### src/rtl/n64_poll_scheduler.sv
// Sequences periodic N64 controller polls with a per-transaction timeout, latches the
// button word, counts failures and auto-issues a controller reset when the link is down.
module n64_poll_scheduler #(
    parameter int PERIOD_W       = 24,
    parameter int TIMEOUT_CYCLES = 20000,
    parameter int MAX_FAILS      = 3,
    parameter int RESET_CYCLES   = 16
) (
    input  logic                clk,
    input  logic                reset,
    input  logic                run,
    input  logic [PERIOD_W-1:0] period,
    input  logic                poll_now,
    input  logic                reset_req,
    input  logic                poll_done,
    input  logic                poll_fail,
    input  logic [31:0]         button_data_in,
    output logic                poll_start,
    output logic                controller_reset,
    output logic [31:0]         button_data,
    output logic                data_valid,
    output logic                new_data,
    output logic                busy,
    output logic                link_down,
    output logic [7:0]          fail_count
);

    localparam int TW = $clog2(TIMEOUT_CYCLES + 1);
    localparam int RW = $clog2(RESET_CYCLES + 1);
    localparam logic [TW-1:0]       T_LAST     = TW'(TIMEOUT_CYCLES - 1);
    localparam logic [TW-1:0]       T_ONE      = TW'(1);
    localparam logic [RW-1:0]       R_LAST     = RW'(RESET_CYCLES - 1);
    localparam logic [RW-1:0]       R_ONE      = RW'(1);
    localparam logic [PERIOD_W-1:0] P_ONE      = PERIOD_W'(1);
    localparam logic [PERIOD_W-1:0] P_MAX      = '1;
    localparam logic [7:0]          FAIL_LIMIT = 8'(MAX_FAILS);

    typedef enum logic [1:0] {IDLE, POLL, WAIT, CRESET} state_t;

    state_t              state_q, state_d;
    logic [PERIOD_W-1:0] pcnt_q, pcnt_d;
    logic [TW-1:0]       tcnt_q, tcnt_d;
    logic [RW-1:0]       rcnt_q, rcnt_d;
    logic [7:0]          consec_q, consec_d;
    logic [7:0]          fail_count_q, fail_count_d;
    logic [31:0]         button_data_q, button_data_d;
    logic                data_valid_q, data_valid_d;
    logic                new_data_q, new_data_d;
    logic                link_down_q, link_down_d;
    logic                poll_start_q, poll_start_d;
    logic                controller_reset_q, controller_reset_d;
    logic                busy_q, busy_d;
    logic                pend_rst_q, pend_rst_d;
    logic                pend_poll_q, pend_poll_d;
    logic                fail_hit;
    logic                period_due;

    always_comb begin
        state_d       = state_q;
        pcnt_d        = (pcnt_q == P_MAX) ? pcnt_q : pcnt_q + P_ONE;
        tcnt_d        = (state_q == POLL) ? tcnt_q + T_ONE : tcnt_q;
        rcnt_d        = (state_q == CRESET) ? rcnt_q + R_ONE : rcnt_q;
        consec_d      = consec_q;
        fail_count_d  = fail_count_q;
        button_data_d = button_data_q;
        data_valid_d  = data_valid_q;
        link_down_d   = link_down_q;
        new_data_d    = 1'b0;
        // Requests that arrive while a sequence is in flight are remembered one-deep.
        pend_rst_d    = pend_rst_q  | (reset_req & (state_q != IDLE));
        pend_poll_d   = pend_poll_q | (poll_now  & (state_q != IDLE));
        fail_hit      = poll_fail | (tcnt_q == T_LAST);
        period_due    = run && (period != '0) && (pcnt_q >= period - P_ONE);

        case (state_q)
            IDLE: begin
                if (reset_req || pend_rst_q) begin
                    state_d = CRESET;
                end else if (poll_now || pend_poll_q || (run && (period != '0))) begin
                    state_d = POLL;
                end
            end
            POLL: begin
                if (fail_hit) begin
                    fail_count_d = (fail_count_q == 8'hFF) ? fail_count_q : fail_count_q + 8'd1;
                    if (consec_q + 8'd1 >= FAIL_LIMIT) begin
                        link_down_d  = 1'b1;
                        data_valid_d = 1'b0;
                        consec_d     = 8'd0;
                        state_d      = CRESET;
                    end else begin
                        consec_d = consec_q + 8'd1;
                        state_d  = WAIT;
                    end
                end else if (poll_done) begin
                    button_data_d = button_data_in;
                    new_data_d    = 1'b1;
                    data_valid_d  = 1'b1;
                    consec_d      = 8'd0;
                    link_down_d   = 1'b0;
                    state_d       = WAIT;
                end
            end
            WAIT: begin
                if (pend_rst_q) begin
                    state_d = CRESET;
                end else if (!run && !pend_poll_q) begin
                    state_d = IDLE;
                end else if (pend_poll_q || period_due) begin
                    state_d = POLL;
                end else if (run && (period == '0)) begin
                    state_d = IDLE;
                end
            end
            CRESET: begin
                if (rcnt_q == R_LAST) begin
                    state_d = WAIT;
                    pcnt_d  = '0;
                end
            end
            default: state_d = IDLE;
        endcase

        if ((state_d == POLL) && (state_q != POLL)) begin
            pcnt_d      = '0;
            tcnt_d      = '0;
            pend_poll_d = 1'b0;
        end
        if ((state_d == CRESET) && (state_q != CRESET)) begin
            rcnt_d       = '0;
            data_valid_d = 1'b0;
            pend_rst_d   = 1'b0;
        end

        poll_start_d       = (state_d == POLL) && (state_q != POLL);
        controller_reset_d = (state_d == CRESET);
        busy_d             = (state_d != IDLE);
    end

    always_ff @(posedge clk) begin
        if (reset) begin
            state_q            <= IDLE;
            pcnt_q             <= '0;
            tcnt_q             <= '0;
            rcnt_q             <= '0;
            consec_q           <= 8'd0;
            fail_count_q       <= 8'd0;
            button_data_q      <= 32'd0;
            data_valid_q       <= 1'b0;
            new_data_q         <= 1'b0;
            link_down_q        <= 1'b0;
            poll_start_q       <= 1'b0;
            controller_reset_q <= 1'b0;
            busy_q             <= 1'b0;
            pend_rst_q         <= 1'b0;
            pend_poll_q        <= 1'b0;
        end else begin
            state_q            <= state_d;
            pcnt_q             <= pcnt_d;
            tcnt_q             <= tcnt_d;
            rcnt_q             <= rcnt_d;
            consec_q           <= consec_d;
            fail_count_q       <= fail_count_d;
            button_data_q      <= button_data_d;
            data_valid_q       <= data_valid_d;
            new_data_q         <= new_data_d;
            link_down_q        <= link_down_d;
            poll_start_q       <= poll_start_d;
            controller_reset_q <= controller_reset_d;
            busy_q             <= busy_d;
            pend_rst_q         <= pend_rst_d;
            pend_poll_q        <= pend_poll_d;
        end
    end

    assign poll_start       = poll_start_q;
    assign controller_reset = controller_reset_q;
    assign button_data      = button_data_q;
    assign data_valid       = data_valid_q;
    assign new_data         = new_data_q;
    assign busy             = busy_q;
    assign link_down        = link_down_q;
    assign fail_count       = fail_count_q;

endmodule

### config.mk
export PLATFORM = sky130hd
export DESIGN_NAME = n64_poll_scheduler
export DESIGN_NICKNAME = d
export VERILOG_FILES = /design/src/rtl/n64_poll_scheduler.sv
export SDC_FILE = /design/constraint.sdc
export NUM_CORES = 1
export LEC_CHECK = 0
export CORE_MARGIN = 2
export CORE_UTILIZATION = 43
export DETAILED_ROUTE_END_ITERATION = 8
export GPL_TIMING_DRIVEN = 0
export PLACE_DENSITY = 0.73
export SLEW_MARGIN = 0
export SYNTH_ARGS = -nofsm -noshare
export SYNTH_HDL_FRONTEND = slang
export SYNTH_SLANG_ARGS = --single-unit
### constraint.sdc
create_clock -name clk -period 7.6 [get_ports clk]
set_clock_uncertainty 0.2 [all_clocks]
set_input_delay 0.76 -clock clk [delete_from_list [all_inputs] [get_ports clk]]
set_output_delay 0.76 -clock clk [all_outputs]
set_load 0.1 [all_outputs]
==> results.yml, run 1 <==
power_and_ir_drop:
  netSwitchingPower_uw: 566
  fin_total_pwr_uw: 1600
  vdd.ir_drop.worst_mv: 0.134
  p_seq_share_pct: 38.2
  p_comb_share_pct: 32.9
  power_density_nw_per_um2: 238
  p_leak_uw: 0.00248
  p_clk_share_pct: 28.9
  intPower_uw: 1040
  switching_share_pct: 35.3
worst_setup_path:
  required_ns: 7.63
  cpPeakStageDelay_ns: 0.59
  timing.rr.start: "tcnt_q[0]$_SDFFE_PP0P_"
  cp_max_fo: 10
  r2r_slack_ns: 4.47
  cp-startpoint: "period[2]"
  reg2reg_depth: 10
  crit_chain: "clkdlybuf4s50_1 -> nor3_1 -> nand2_1 -> or3_1 -> or2_2 -> nand2b_1 -> nor4_1 -> xnor2_1 -> ha_1 -> nand4_1 -> or4_1 -> or2_0 -> o221ai_2 -> o21ai_2 -> a2bb2oi_4 -> o221a_4 -> buf_6 -> nor2_1"
  worst-path-buf-inv: 2
  cp.depth: 18
  cp-endpoint: "pcnt_q[15]$_SDFF_PP0_"
  cp_slowest_cell: "or4_1"
  end_kind: "flop"
  arrival_ns: 5.47
  start_kind: "input port"
  r2r_end: "pcnt_q[15]$_SDFF_PP0_"
  path_delay_family: "simple AND/OR/NAND/NOR gates"
  criticalPathCategory: "in2reg"
floorplanning:
  core_um2: 11900
  start_util_pct: 43.5
  dieArea_um2: 12900
  die_y_um: 114
  die_w_um: 114
  rows: 40
  boundaryPins: 109
routing:
  first_pass_iters: 4
  avgViaCountPerCell: 5.19
  vias: 4610
  wl_per_cell_um: 13.5
  drt_wl_total_um: 12000
  detail-route-antenna-nets: 0
  drc: 0
  drt_first_iter_violations: 273
clock_tree:
  post_cts_buffers: 0
  cts_buffers: 9
  cts_resized: 0
  cts.sinks: 102
  cts.reportedPaths.clkPinSlew_ns: 0.07
  cts_hold_buffers: 0
  root_buffer: "clkbuf_16"
  clockBufferDepth: 2
  cts_tree: "built"
  clkLatencyLatePin_ns: 0.34
  h-tree-depth: 3
synthesis:
  synthFlopType: "dfxtp_1"
  synth_async_sr_flop_share_pct: 0
  synth_compound_area_share_pct: 9.78
  synthAdderAreaFrac_pct: 7.73
  syn_nets: 712
  synth_mux_area_share_pct: 0.386
  ys_seq_area_share_pct: 39.4
  synth_edf_count: 0
  syn-cell-area_um2: 5180
  ys_top_cells_by_area: "dfxtp_1 39%, ha_1 7.7%, nand2_1 7.5%, xor2_1 6.3%, nor2_1 6.2%"
  yosys.area_share.simple_pct: 28.4
  synth.distinct_cells: 55
  ys_warn_count: 0
  synthXorXnorAreaFrac_pct: 11.8
  syn_avg_cell_area_um2: 8.40
  synth_top_family_by_area: "simple AND/OR/NAND/NOR gates"
  yosys.area.top_type_share_pct: 39.4
  syn-instance-count: 617
  yosysTopAreaCell: "dfxtp_1"
  ys_ff_latch: 102
final_layout:
  fill_cells: 1117
  drive_above_1_share_pct: 4.72
  fin_util_pct: 56.7
  fin_nets: 831
  final_common_cell: "clkdlybuf4s50_1"
  antennaDiodeCount: 0
  syn2layout_area_growth_pct: 30.2
  stdcell_area_um2: 6750
  layout_common_cells: "108 x clkdlybuf4s50_1, 103 x nand2_1, 102 x dfxtp_1"
timing:
  period_needed_ns: 5.43
  timing_max_transition_violations_final: 0
  grt_setup_unrepaired: "false"
  hold_slack_ns: 0.254
  max_slew_margin_pct: 32.5
  fmax_mhz: 184
  hold_viol: 0
  finalSetupTns_ns: 0
  worst_slew_pin_slew_ns: 1.01
  post-route-period-util_pct: 71.5
  finalSetupViolations: 0
placement:
  dp_hpwl_um: 9200
  placed_area_um2: 6450
  gp_congestion: 0.816
  io_buffers: 108
grt:
  grt_antenna_before_repair: 0
  grt_overflow: 0
  grt_pass1_vias: 4580
  track_usage_pct: 18.8
  grt_max_degree: 16
  grt_pass1_wl_um: 20300
worst_hold_path:
  worstHoldStart: "button_data[2]$_SDFFE_PP0P_"
  hp-class: "reg2reg"
run_status:
  status: "finished clean"
flow_run:
  maxCapViolCount: 0
[per-stage QoR]
stage	setup slack, ns	cells
after floorplan	2.72	617
after global placement	1.89	872
after detailed placement	1.81	872
after CTS	2.16	888
after global routing	1.81	888
final	2.17	888
[worst min path at each step]
| stage | endpoint | slack, ns | cells past startpoint |
|---|---|---|---|
| 6_report | button_data[2]$_SDFFE_PP0P_ | 0.25 | 2 |
| 5_1_grt | button_data[12]$_SDFFE_PP0P_ | 0.27 | 2 |
| 4_1_cts | button_data[12]$_SDFFE_PP0P_ | 0.26 | 2 |
| 3_5_place_dp | button_data[12]$_SDFFE_PP0P_ | 0.25 | 2 |
| 3_3_place_gp | button_data[12]$_SDFFE_PP0P_ | 0.24 | 2 |
| 2_1_floorplan | consec_q[6]$_SDFFE_PP0P_ | 0.25 | 1 |
[cells in the mapped netlist (all sizes together) (6+ instances only)]
master / instances
a21oi: 52
and2: 9
and3: 14
clkbuf: 16
dfxtp: 102
ha: 32
inv: 9
nand2: 103
nand3: 24
nand4: 16
nor2: 85
nor3: 13
o21ai: 9
or4: 6
xnor2: 33
xor2: 37
[logic make-up (layout without fill, tap and decap cells)]
| family | Yosys count | in the layout |
|---|---|---|
| flops | 102 | 102 |
| fa+ha+maj | 32 | 32 |
| xor+xnor | 70 | 70 |
| buf+inv | 28 | 152 |
| mux | 2 | 2 |
| simple gates | 303 | 303 |
| compound gates | 80 | 80 |
[power by group through the flow]
stage	sequential, uW	combinational (uW)	clock, uW
final	613	527	464
after global placement	622	517	0
after detailed placement	624	528	0
after floorplan	754	256	0
after global routing	618	570	492
after CTS	612	531	474
[worst register-to-register path, cell delays in order (launching register included)]
cell and delay [ns]:
dfxtp_1 0.39, ha_1 0.21, nor4bb_1 0.34, a41oi_1 0.38
nand4bb_1 0.37, a21oi_1 0.32, a31oi_1 0.12, a2bb2oi_4 0.19
o221a_4 0.28, buf_6 0.15, nor2_1 0.11
[final cells by class]
type                            count  area (um^2)  area share (%)
Multi-Input combinational cell    487         3010            44.6
Sequential cell                   102         2040            30.3
Timing Repair Buffer              108         1080            16.0
Clock buffer                       12          256            3.80
Tap cell                          147          184            2.73
Buffer                             19         93.8            1.39
Clock inverter                      4         45.0           0.667
Inverter                            9         33.8           0.501
[state kept, by name (all words and copies together) (netlist names)]
| register | flops |
|---|---|
| pend_rst_q | 1 |
| tcnt_q | 15 |
| button_data | 32 |
| busy | 1 |
| new_data | 1 |
| fail_count | 8 |
| consec_q | 8 |
| poll_start | 1 |
| pend_poll_q | 1 |
| data_valid | 1 |
| pcnt_q | 24 |
| rcnt_q | 5 |
| link_down | 1 |
| state_q | 2 |
| controller_reset | 1 |
[routing by layer]
metal / GRT usage (%) / part of all wire, % / up-vias
met5: 0 / 0 / -
met4: 7.24 / 2.4 / 0
met3: 3.72 / 3.7 / 23
met2: 33.1 / 49 / 83
met1: 22.8 / 44 / 2159
li1: - / - / 2345
Note: power is estimated with default switching activity, not from simulation.
==> inputs of run 2 (changes only) <==
- clock period: 7.6 -> 5.32 ns (I/O delays scaled with it)
==> results.yml, run 2 (synthesis results as in run 1) <==
timing:
  post-route-period-util_pct: 95.5
  timing_max_transition_violations_final: 0
  finalSetupViolations: 0
  max_slew_margin_pct: 32.5
  worst_slew_pin_slew_ns: 1.01
  hold_viol: 0
  period_needed_ns: 5.08
  finalSetupTns_ns: 0
  fmax_mhz: 197
placement:
  gp_congestion: 0.816
  dp_hpwl_um: 9200
  io_buffers: 108
worst_setup_path:
  cp_common_cell: "or4_4"
  crit_chain: "clkdlybuf4s50_1 -> or4_4 -> or3_1 -> or2_2 -> nand2b_4 -> nor4_2 -> xnor2_1 -> ha_1 -> nand4_1 -> or4_4 -> or2_0 -> o221ai_2 -> buf_4 -> nor4b_4 -> o21bai_2 -> o221a_4 -> buf_6 -> nor2_1"
  criticalPathCategory: "in2reg"
  start_kind: "input port"
  cpPeakStageDelay_ns: 0.58
  r2r_slack_ns: 2.19
  path_delay_family: "simple AND/OR/NAND/NOR gates"
  required_ns: 5.35
  cp_max_fo: 10
  end_kind: "flop"
  r2r_end: "pcnt_q[15]$_SDFF_PP0_"
  cp_slowest_cell: "or4_4"
  worst-path-buf-inv: 3
  reg2reg_depth: 10
  arrival_ns: 5.11
  timing.rr.start: "tcnt_q[0]$_SDFFE_PP0P_"
worst_hold_path:
  min_path_cells: 2
  hold_end: "button_data[2]$_SDFFE_PP0P_"
  worstHoldStart: "button_data[2]$_SDFFE_PP0P_"
  hp-class: "reg2reg"
routing:
  drt_wl_total_um: 12000
  drc: 0
  detail-route-antenna-nets: 0
  drt_first_iter_violations: 253
  vias: 4653
  avgViaCountPerCell: 5.22
  wl_per_cell_um: 13.5
  first_pass_iters: 4
flow_run:
  maxCapViolCount: 0
final_layout:
  fin_util_pct: 57.2
  final_common_cell: "clkdlybuf4s50_1"
  antennaDiodeCount: 0
  fill_cells: 1105
  layout_common_cells: "108 x clkdlybuf4s50_1, 103 x nand2_1, 102 x dfxtp_1"
  syn2layout_area_growth_pct: 31.5
  largest_reg_flops: 32
  fin_nets: 835
  drive_above_1_share_pct: 6.04
floorplanning:
  core_um2: 11900
  die_y_um: 114
  start_util_pct: 43.5
  boundaryPins: 109
  dieArea_um2: 12900
  rows: 40
  die_w_um: 114
run_status:
  status: "finished clean"
clock_tree:
  cts_buffers: 9
  cts.sinks: 102
  root_buffer: "clkbuf_16"
  cts.reportedPaths.clkPinSlew_ns: 0.07
  cts_tree: "built"
  h-tree-depth: 3
  clockBufferDepth: 2
  clkLatencyLatePin_ns: 0.34
grt:
  grt_antenna_before_repair: 0
  grt_overflow: 0
  grt_max_degree: 16
  grt_pass1_vias: 4580
  grt_pass1_wl_um: 20300
  track_usage_pct: 18.8
power_and_ir_drop:
  vdd.ir_drop.worst_mv: 0.192
  fin_total_pwr_uw: 2300
  p_leak_uw: 0.00252
  power_density_nw_per_um2: 337
run 2: how the worst max path moves through the flow:
stage                         start                    end  depth (start not counted)
after detailed placement  period[2]  pcnt_q[12]$_SDFF_PP0_                         18
after floorplan           period[7]  pcnt_q[14]$_SDFF_PP0_                         16
after global routing      period[7]  pcnt_q[14]$_SDFF_PP0_                         18
after global placement    period[2]   pcnt_q[6]$_SDFF_PP0_                         18
final                     period[7]  pcnt_q[15]$_SDFF_PP0_                         18
after CTS                 period[2]  pcnt_q[15]$_SDFF_PP0_                         18
run 2: layer usage:
| layer | vias up | GRT usage, % | part of all wire (%) |
|---|---|---|---|
| met4 | 0 | 7.24 | 2.4 |
| met5 | - | 0 | 0 |
| met2 | 88 | 33.1 | 50 |
| met3 | 23 | 3.72 | 3.6 |
| li1 | 2354 | - | - |
| met1 | 2188 | 22.8 | 44 |
run 2: stage by stage:
stage / instances / area [um^2] / hold WS [ns] / setup slack (ns)
final: 892 / 6820 / 0.254 / 0.238
after global routing: 892 / 6820 / 0.270 / -0.00831
after CTS: 888 / 6750 / 0.256 / 0.106
after detailed placement: 872 / 6450 / 0.246 / -0.244
after global placement: 872 / 6450 / 0.242 / -0.166
after floorplan: 617 / 5180 / 0.246 / 0.670
run 2: repair_timing:
| action | CTS | global route |
|---|---|---|
| resized for setup | 0 | 7 |
| setup buffers | 0 | 4 |
| hold buffers | 0 | 0 |
| endpoints found under the setup margin | 0 | 48 |
run 2: power breakdown:
part / switching [uW] / total, uW / leakage, uW / internal (uW)
logic: 486 / 760 / 0.00154 / 274
registers: 52.0 / 876 / 0.000825 / 824
clock network: 273 / 661 / 0.000152 / 388
total: 811 / 2300 / 0.00252 / 1490
run 2: final cells by class:
| type | instances | area [um^2] | share of cell area (%) |
|---|---|---|---|
| multi-input combinational | 487 | 3050 | 44.7 |
| sequential | 102 | 2040 | 30.0 |
| timing repair buffer | 112 | 1110 | 16.3 |
| clock buffer | 12 | 256 | 3.76 |
| tap | 147 | 184 | 2.70 |
| buffer | 19 | 93.8 | 1.38 |
| clock inverter | 4 | 45.0 | 0.661 |
| inverter | 9 | 33.8 | 0.496 |
run 2: tightest hold or removal path, delay by kind of cell (launching register included):
kind / cells / cell delay (ns)
AO/OA/AOI/OAI: 1 / 0.05
AND/OR/NAND/NOR: 1 / 0.05
flip-flops: 1 / 0.31
==> inputs of run 3 (changes only) <==
- DONT_BUFFER_PORTS: unset -> 1
- PLACE_DENSITY: 0.73 -> 0.57
==> results.yml, run 3 (synthesis results as in run 1) <==
grt:
  grt_pass1_wl_um: 18500
  grt_max_degree: 16
  grt_antenna_before_repair: 0
  grt_overflow: 0
  grt_pass1_vias: 4053
  track_usage_pct: 17.5
clock_tree:
  cts_buffers: 9
  clkLatencyLatePin_ns: 0.34
  cts.sinks: 102
  h-tree-depth: 3
  cts_resized: 0
  cts_tree: "built"
  post_cts_buffers: 0
  clockBufferDepth: 2
  cts_hold_buffers: 0
  root_buffer: "clkbuf_16"
  cts.reportedPaths.clkPinSlew_ns: 0.07
final_layout:
  ff_latch_area_um2: 2040
  syn2layout_area_growth_pct: 8.86
  drive_above_1_share_pct: 5.54
  layout_common_cells: "103 x nand2_1, 102 x dfxtp_1, 85 x nor2_1"
  multi_input_area_um2: 3010
  fin_nets: 723
  final_common_cell: "nand2_1"
  antennaDiodeCount: 0
  largest_reg_flops: 32
  fill_cells: 1193
  stdcell_area_um2: 5640
routing:
  detail-route-antenna-nets: 0
  first_pass_iters: 4
  vias: 4133
  wl_per_cell_um: 14.2
  drt_first_iter_violations: 166
  drt_wl_total_um: 11000
  drc: 0
  avgViaCountPerCell: 5.31
worst_setup_path:
  timing.rr.start: "pcnt_q[21]$_SDFF_PP0_"
  r2r_slack_ns: 2.22
  cpPeakStageDelay_ns: 0.58
  end_kind: "flop"
  criticalPathCategory: "in2reg"
  worst-path-buf-inv: 1
  required_ns: 5.35
  crit_chain: "nor3_1 -> nand2_1 -> or3_1 -> or2_2 -> nand2b_1 -> nor4_1 -> xnor2_1 -> ha_1 -> nand4_1 -> or4_1 -> or2_0 -> o221ai_2 -> o21ai_2 -> a2bb2oi_4 -> o221a_4 -> buf_6 -> nor2_1"
  cp_slowest_cell: "or4_1"
  arrival_ns: 4.77
  cp_max_fo: 10
  cp-startpoint: "period[0]"
  start_kind: "input port"
  reg2reg_depth: 10
  r2r_end: "pcnt_q[14]$_SDFF_PP0_"
  path_delay_family: "simple AND/OR/NAND/NOR gates"
placement:
  placed_area_um2: 5370
  gp_congestion: 0.835
  io_buffers: 0
  dp_hpwl_um: 8520
worst_hold_path:
  worstHoldStart: "button_data_in[3]"
  hold_end: "button_data[3]$_SDFFE_PP0P_"
  min_path_cells: 2
  hp-class: "in2reg"
timing:
  post-route-period-util_pct: 89.2
  fmax_mhz: 211
  finalSetupViolations: 0
  period_needed_ns: 4.74
  worst_slew_pin_slew_ns: 1.07
  grt_setup_unrepaired: "false"
  hold_viol: 0
  max_slew_margin_pct: 28.5
  finalSetupTns_ns: 0
  timing_max_transition_violations_final: 0
power_and_ir_drop:
  power_density_nw_per_um2: 380
  vdd.ir_drop.worst_mv: 0.183
  p_leak_uw: 0.00207
floorplanning:
  boundaryPins: 109
  die_w_um: 114
  rows: 40
  dieArea_um2: 12900
  start_util_pct: 43.5
  core_um2: 11900
  die_y_um: 114
run_status:
  status: "finished clean"
flow_run:
  maxCapViolCount: 0
## run 3: metal layers
layer	vias up	track usage (%)	part of all wire [%]
met1	1931	22.0	46
met2	68	30.0	48
met4	0	4.80	1.1
met5	-	0	0
met3	9	4.46	4.2
li1	2125	-	-
## run 3: final cells by class
class                           count  area share, %
Multi-Input combinational cell    487           53.4
Sequential cell                   102           36.2
Clock buffer                       11           4.48
Tap cell                          147           3.26
Buffer                             19           1.66
Inverter                            9          0.599
Clock inverter                      4          0.399
## run 3: per-stage QoR
stage	setup slack, ns	instances	hold slack, ns	util [%]	total power (uW)
after CTS	0.554	779	0.112	47.4	2170
after detailed placement	0.198	764	0.280	45.1	1550
after global placement	0.284	764	0.266	45.1	1540
final	0.576	779	0.124	47.4	2140
after floorplan	0.670	617	0.246	-	1440
after global routing	0.183	779	0.111	47.4	2260
## run 3: where the power goes
group	internal, uW	switching (uW)
combinational	189	261
clock	338	274
sequential	824	256
total	1350	791
## run 3: how the worst max path moves through the flow
stage                       endpoint  slack, ns  cells after the start
6_report       pcnt_q[14]$_SDFF_PP0_       0.58                     17
3_5_place_dp    pcnt_q[7]$_SDFF_PP0_       0.20                     17
2_1_floorplan  pcnt_q[14]$_SDFF_PP0_       0.67                     16
4_1_cts        pcnt_q[14]$_SDFF_PP0_       0.55                     17
3_3_place_gp    pcnt_q[6]$_SDFF_PP0_       0.28                     17
5_1_grt        pcnt_q[12]$_SDFF_PP0_       0.18                     17
